`config.mk`:
```
export PLATFORM = sky130hd
export DESIGN_NAME = bitcnt_pipe
export DESIGN_NICKNAME = d
export VERILOG_FILES = /design/src/rtl/bitcnt_pipe.sv
export SDC_FILE = /design/constraint.sdc
export NUM_CORES = 1
export LEC_CHECK = 0
export CAP_MARGIN = 10
export CORE_ASPECT_RATIO = 0.5
export CORE_UTILIZATION = 50
export DETAILED_ROUTE_END_ITERATION = 12
export GPL_TIMING_DRIVEN = 0
export HOLD_SLACK_MARGIN = 0.1
export PLACE_DENSITY_LB_ADDON = 0.25
export SYNTH_ARGS = -nofsm -noshare
export SYNTH_HDL_FRONTEND = slang
export SYNTH_SLANG_ARGS = --single-unit
```
`constraint.sdc`:
```
create_clock -name clk -period 8.01 [get_ports clk]
set_input_delay 1.2015 -clock clk [delete_from_list [all_inputs] [get_ports clk]]
set_output_delay 1.2015 -clock clk [all_outputs]
set_load 0.03 [all_outputs]
```
`src/rtl/bitcnt_pipe.sv`:
```
// Pipelined, elastic Zbb bit counter: cpop, clz and ctz (plus 32-bit word forms when XLEN > 32).
// Every mode reduces to one popcount adder tree whose levels are spread over STAGES register banks.
module bitcnt_pipe #(
  parameter int XLEN   = 32,
  parameter int STAGES = 2,
  parameter int TAG_W  = 6
) (
  input  logic                  clk,
  input  logic                  rst_n,
  input  logic                  flush,
  input  logic                  in_valid,
  output logic                  in_ready,
  input  logic [1:0]            in_op,
  input  logic                  in_word,
  input  logic [XLEN-1:0]       in_data,
  input  logic [TAG_W-1:0]      in_tag,
  output logic                  out_valid,
  input  logic                  out_ready,
  output logic [$clog2(XLEN):0] out_result,
  output logic [TAG_W-1:0]      out_tag
);

  localparam int LEVELS = $clog2(XLEN);
  localparam int RW     = LEVELS + 1;

  localparam logic [1:0]      OP_CLZ = 2'd1;
  localparam logic [1:0]      OP_CTZ = 2'd2;
  localparam logic [XLEN-1:0] ONE    = {{(XLEN-1){1'b0}}, 1'b1};

  // Last tree level registered by bank k.
  function automatic int bnd(input int k);
    return (k * LEVELS) / STAGES;
  endfunction

  // Bank whose registered level feeds tree level lvl+1 (0 if none).
  function automatic int src_stage(input int lvl);
    int r;
    r = 0;
    for (int k = 1; k < STAGES; k++) begin
      if (bnd(k) == lvl) r = k;
    end
    return r;
  endfunction

  // ---------------------------------------------------------------------------
  // Stage-1 preprocessing: turn clz/ctz into a popcount of the trailing-zero mask
  // ---------------------------------------------------------------------------
  logic                   word;
  logic [XLEN-1:0]        wmask;
  logic [XLEN-1:0]        x;
  logic [XLEN-1:0]        rev_full;
  logic [XLEN-1:0]        rev;
  logic [XLEN-1:0]        y;
  logic [XLEN-1:0]        tz;
  logic [XLEN-1:0]        cnt_bits;
  logic [XLEN-1:0][RW-1:0] pre;

  if (XLEN > 32) begin : g_word
    logic [XLEN-1:0] rev_w;

    assign word  = in_word;
    assign wmask = word ? {{(XLEN-32){1'b0}}, 32'hFFFF_FFFF} : '1;

    always_comb begin
      rev_w = '0;
      for (int j = 0; j < 32; j++) rev_w[j] = x[31-j];
    end

    assign rev = word ? rev_w : rev_full;
  end else begin : g_noword
    logic unused_word;

    assign unused_word = in_word;
    assign word        = 1'b0;
    assign wmask       = '1;
    assign rev         = rev_full;
  end

  assign x = in_data & wmask;

  always_comb begin
    rev_full = '0;
    for (int j = 0; j < XLEN; j++) rev_full[j] = x[XLEN-1-j];
  end

  // Masking with wmask keeps a zero word-mode operand at 32 instead of XLEN.
  always_comb begin
    y        = (in_op == OP_CLZ) ? rev : x;
    tz       = ~y & (y - ONE) & wmask;
    cnt_bits = (in_op == OP_CLZ || in_op == OP_CTZ) ? tz : x;
  end

  always_comb begin
    pre = '0;
    for (int j = 0; j < XLEN; j++) pre[j] = {{(RW-1){1'b0}}, cnt_bits[j]};
  end

  // ---------------------------------------------------------------------------
  // Adder tree: level l sums pairs of level l-1, sourced from a bank at boundaries
  // ---------------------------------------------------------------------------
  for (genvar l = 1; l <= LEVELS; l++) begin : g_lvl
    localparam int NI  = XLEN >> (l - 1);
    localparam int NO  = XLEN >> l;
    localparam int SRC = src_stage(l - 1);

    logic [NI-1:0][RW-1:0] src;
    logic [NO-1:0][RW-1:0] sum;

    if (l == 1) begin : g_pre
      assign src = pre;
    end else if (SRC != 0) begin : g_bank
      assign src = g_stg[SRC].dat;
    end else begin : g_comb
      assign src = g_lvl[l-1].sum;
    end

    always_comb begin
      sum = '0;
      for (int j = 0; j < NO; j++) sum[j] = src[2*j] + src[2*j+1];
    end
  end

  // ---------------------------------------------------------------------------
  // Register banks with elastic valid/ready chaining
  // ---------------------------------------------------------------------------
  for (genvar k = 1; k <= STAGES; k++) begin : g_stg
    localparam int B = bnd(k);
    localparam int N = XLEN >> B;

    logic                  v;
    logic                  adv;
    logic                  down;
    logic                  nv;
    logic [TAG_W-1:0]      ntag;
    logic [TAG_W-1:0]      tag;
    logic [N-1:0][RW-1:0]  dat;

    if (k == STAGES) begin : g_last
      assign down = out_ready;
    end else begin : g_mid
      assign down = g_stg[k+1].adv;
    end

    if (k == 1) begin : g_head
      assign nv   = in_valid;
      assign ntag = in_tag;
    end else begin : g_body
      assign nv   = g_stg[k-1].v;
      assign ntag = g_stg[k-1].tag;
    end

    assign adv = !v || down;

    // Data only moves with a valid token, so a stalled or idle bank holds steady.
    always_ff @(posedge clk or negedge rst_n) begin
      if (!rst_n) begin
        v   <= 1'b0;
        tag <= '0;
        dat <= '0;
      end else begin
        if (flush) begin
          v <= 1'b0;
        end else if (adv) begin
          v <= nv;
        end
        if (adv && nv) begin
          tag <= ntag;
          dat <= g_lvl[B].sum;
        end
      end
    end
  end

  assign in_ready   = g_stg[1].adv;
  assign out_valid  = g_stg[STAGES].v;
  assign out_tag    = g_stg[STAGES].tag;
  assign out_result = g_stg[STAGES].dat[0];

endmodule

```
==> key figures <==
Floorplanning
  • CORE AREA: just under 0.007 sq mm
  • Die height: around 62 um
  • Die area: roughly 0.0076 sq mm
  • Die width: about 120 um
  • Num ports: 60
  • Row count: 21
  • Initial Util: 0.529

Clocking
  • Clock input transition at the sequential cells of the worst setup and hold paths: 0.06 ns
  • # Post-CTS Setup Buffers: 0
  • Root Driver: clkbuf_16
  • CTS buffer count: 5
  • Bufs on Longest Clock Path: 2
  • Clock Sink Count: 44
  • Cts repair resizes: 0
  • TritonCTS clock tree: built
  • Clk_lat worst skew: ~0.28 ns
  • H-tree depth: 2
  • # hold bufs at CTS: 0

Min path
  • Hold Crit Depth: 2
  • Worst hold path class: flop to flop

Synthesis
  • Commonest cells in the netlist: inv_1 (47), dfrtp_1 (44), mux2_2 (40)
  • Sequential cell area fraction in the yosys report: 0.305
  • Most numerous cell in the Yosys netlist: inv_1
  • Synth cell types: a little over 50
  • Synthesis warning total: 0
  • Cell Area, Synth: around 0.0036 sq mm
  • Synthesized flop and latch total: 44
  • Synthesized area per cell: 10.4 sq um
  • Synth Flop Type: dfrtp_1
  • Syn Nets: 442
  • Share of the synthesized area in the top cell type: 0.305
  • Post-synth EDFFs: 0
  • Area leader, netlist: dfrtp_1
  • Synth async-reset ratio: 1.00
  • Synth area leaders: dfrtp_1 (30%), fa_1 (14%), mux2_2 (12%)
  • Synth Instances: between 300 and 400

Timing
  • Final min period: around 5 ns
  • Final max-slew violation count: 0
  • Final period utilization: 0.623
  • Worst slew pin tran: roughly 0.65 ns
  • Fmax: ~200 MHz
  • Setup_tns: 0 ns
  • Setup violations, final: 0
  • Final hold viol count: 0
  • Skew final: 0.00472 ns
  • Relative max-transition margin: 0.570
  • RSZ-0062 raised after global routing: false

Worst setup path
  • Crit path buf inv count: 3
  • CP Cell Sequence: clkdlybuf4s50_1 -> ha_1 -> buf_2 -> mux2i_1 -> nor3b_1 -> nand3_1 -> nor4b_4 -> a32oi_1 -> fa_1 -> inv_1 -> ha_1 -> ha_1 -> mux2_2
  • Worst Path Arrival: just over 5 ns
  • Kind of critical path: input port to flop
  • CP top delay family: adder cells
  • CP max FO: 10
  • CP most frequent cell: ha_1
  • Slowest-stage cell, CP: fa_1
  • Reg2Reg Depth: 12
  • CP peak stage delay: between 0.5 and 0.6 ns
  • Crit. End Element: flop
  • Critical Path Start Type: input port
  • CP required: about 8 ns
  • Crit path depth: 13
  • Worst reg-to-reg setup slack: 4.39 ns

Pwr
  • P_leak: around 2.1 nW
  • Peak VDD IR: between 200 and 250 uV
  • Pwr Density: 254 mW/mm^2

GRT
  • Global-route wire length before repair: 14600 um
  • Overflow after GRT: 0
  • Largest net degree at the start of global routing: 27
  • Initial antenna violation count: 0
  • Number of global-route vias before repair: 2977
  • GRT Util Overall: 0.249

Route
  • Routed WL: roughly 8500 um
  • Drt drc: 0
  • Routed vias/inst: ~5.6
  • M1 WL: 4190 um
  • Wire per inst: approximately 17 um
  • Metal2 WL: 3760 um
  • 1st-iter DRT viols: about 230
  • Metal3 WL: around 470 um
  • Routed Antenna Nets: 0
  • Routed vias: about 2800
  • DRT Pass-1 Iters: 4
  • DR top layer: met4

Final layout
  • Number of nets in the layout: roughly 510
  • Layout cell share with drive strength beyond 1: 0.155
  • Non-Filler Instances: about 510
  • N_diodes: 0
  • Layout area overhead: 24.4%

Placement
  • RD Place Congestion: slightly above 0.9
  • Number of port buffers: 58
  • HPWL after detailed placement: 6730 um
  • # placed instances: 498

Flow run
  • Max-Cap Viols: 0

Outcome
  • Status: finished, final reports clean
[final timing paths]
kind	startpoint	endpoint
min in group asynchronous	rst_n	out_result[1]
worst min-delay path	out_result[3]	out_result[3]
max in group asynchronous	rst_n	g_lvl[3].src[14]
worst max-delay path	in_op[0]	g_lvl[3].src[43]
worst max register to register	g_lvl[3].src[20]	out_result[3]
worst min register to register	out_result[3]	out_result[3]
[sequential cells by signal, indices dropped and copies added, names as in the netlist]
register    cells
g_stg.tag       6
out_result      6
g_stg.v         1
g_lvl.src      24
out_valid       1
out_tag         6
[worst min-delay path, stage by stage, from the launching register on]
cell and delay, ns:
dfrtp_1 0.34, nand2_1 0.05, o21ai_0 0.06
[kinds of logic after synthesis]
| logic type | Yosys count | synth area share |
|---|---|---|
| AO/OA/AOI/OAI | 64 | 0.129 |
| flip-flops | 44 | 0.305 |
| XOR/XNOR | 1 | 0.00242 |
| adder cells (fa/ha/maj) | 49 | 0.222 |
| buffers and inverters | 64 | 0.0689 |
| AND/OR/NAND/NOR | 76 | 0.123 |
| multiplexers | 49 | 0.150 |
[power by group]
group	switching [W]	total, W	internal [W]	leakage (nW)
Sequential	0.0000327	0.000307	0.000275	0.551
Clock	0.0000780	0.000224	0.000146	0.0808
Combinational	0.000327	0.000612	0.000285	1.44
[metrics by stage]
step / util / worst slack [ns] / instance area, sq um / power, W / hold WS, ns
after CTS: 0.658 / 3.07 / 4500 / 0.00116 / 0.500
after global placement: 0.631 / 2.82 / 4310 / 0.000910 / 0.476
after global routing: 0.658 / 2.79 / 4500 / 0.00127 / 0.518
final: 0.658 / 3.02 / 4500 / 0.00114 / 0.491
after floorplan: - / 3.75 / 3610 / 0.000714 / 0.475
after detailed placement: 0.634 / 2.79 / 4330 / 0.000922 / 0.488
[layout make-up]
class	instances	area, sq um
clock inverters	2	35.0
clock buffers	6	129
plain buffers	17	72.6
repair buffers	59	603
fillers	550	2340
inverters	47	176
well taps	92	115
multi-input cells	239	2260
flip-flops and latches	44	1100
[cell usage in the layout, fill, tap and decap left out, types with 3 or more instances in the layout]
master and instances:
clkdlybuf4s50_1 57, inv_1 47, dfrtp_1 44, mux2_2 40, fa_1 25, ha_1 24
nand2_1 20, clkbuf_1 14, nor2_1 14, a21oi_1 14, o21ai_0 13, nor3_1 10
mux2i_1 8, a22oi_1 6, nor2b_1 5, nand2b_1 5, o31ai_1 5, a22o_1 5
clkbuf_16 5, nor4_1 4, or3_1 3, a21o_1 3
[routing by layer]
layer | GRT usage | up-vias
li1 | - | 1341
met1 | 0.368 | 1389
met2 | 0.383 | 84
met3 | 0.0395 | 7
met4 | 0.0564 | 0
met5 | 0 | -
Note: power is estimated with default switching activity, not from simulation.
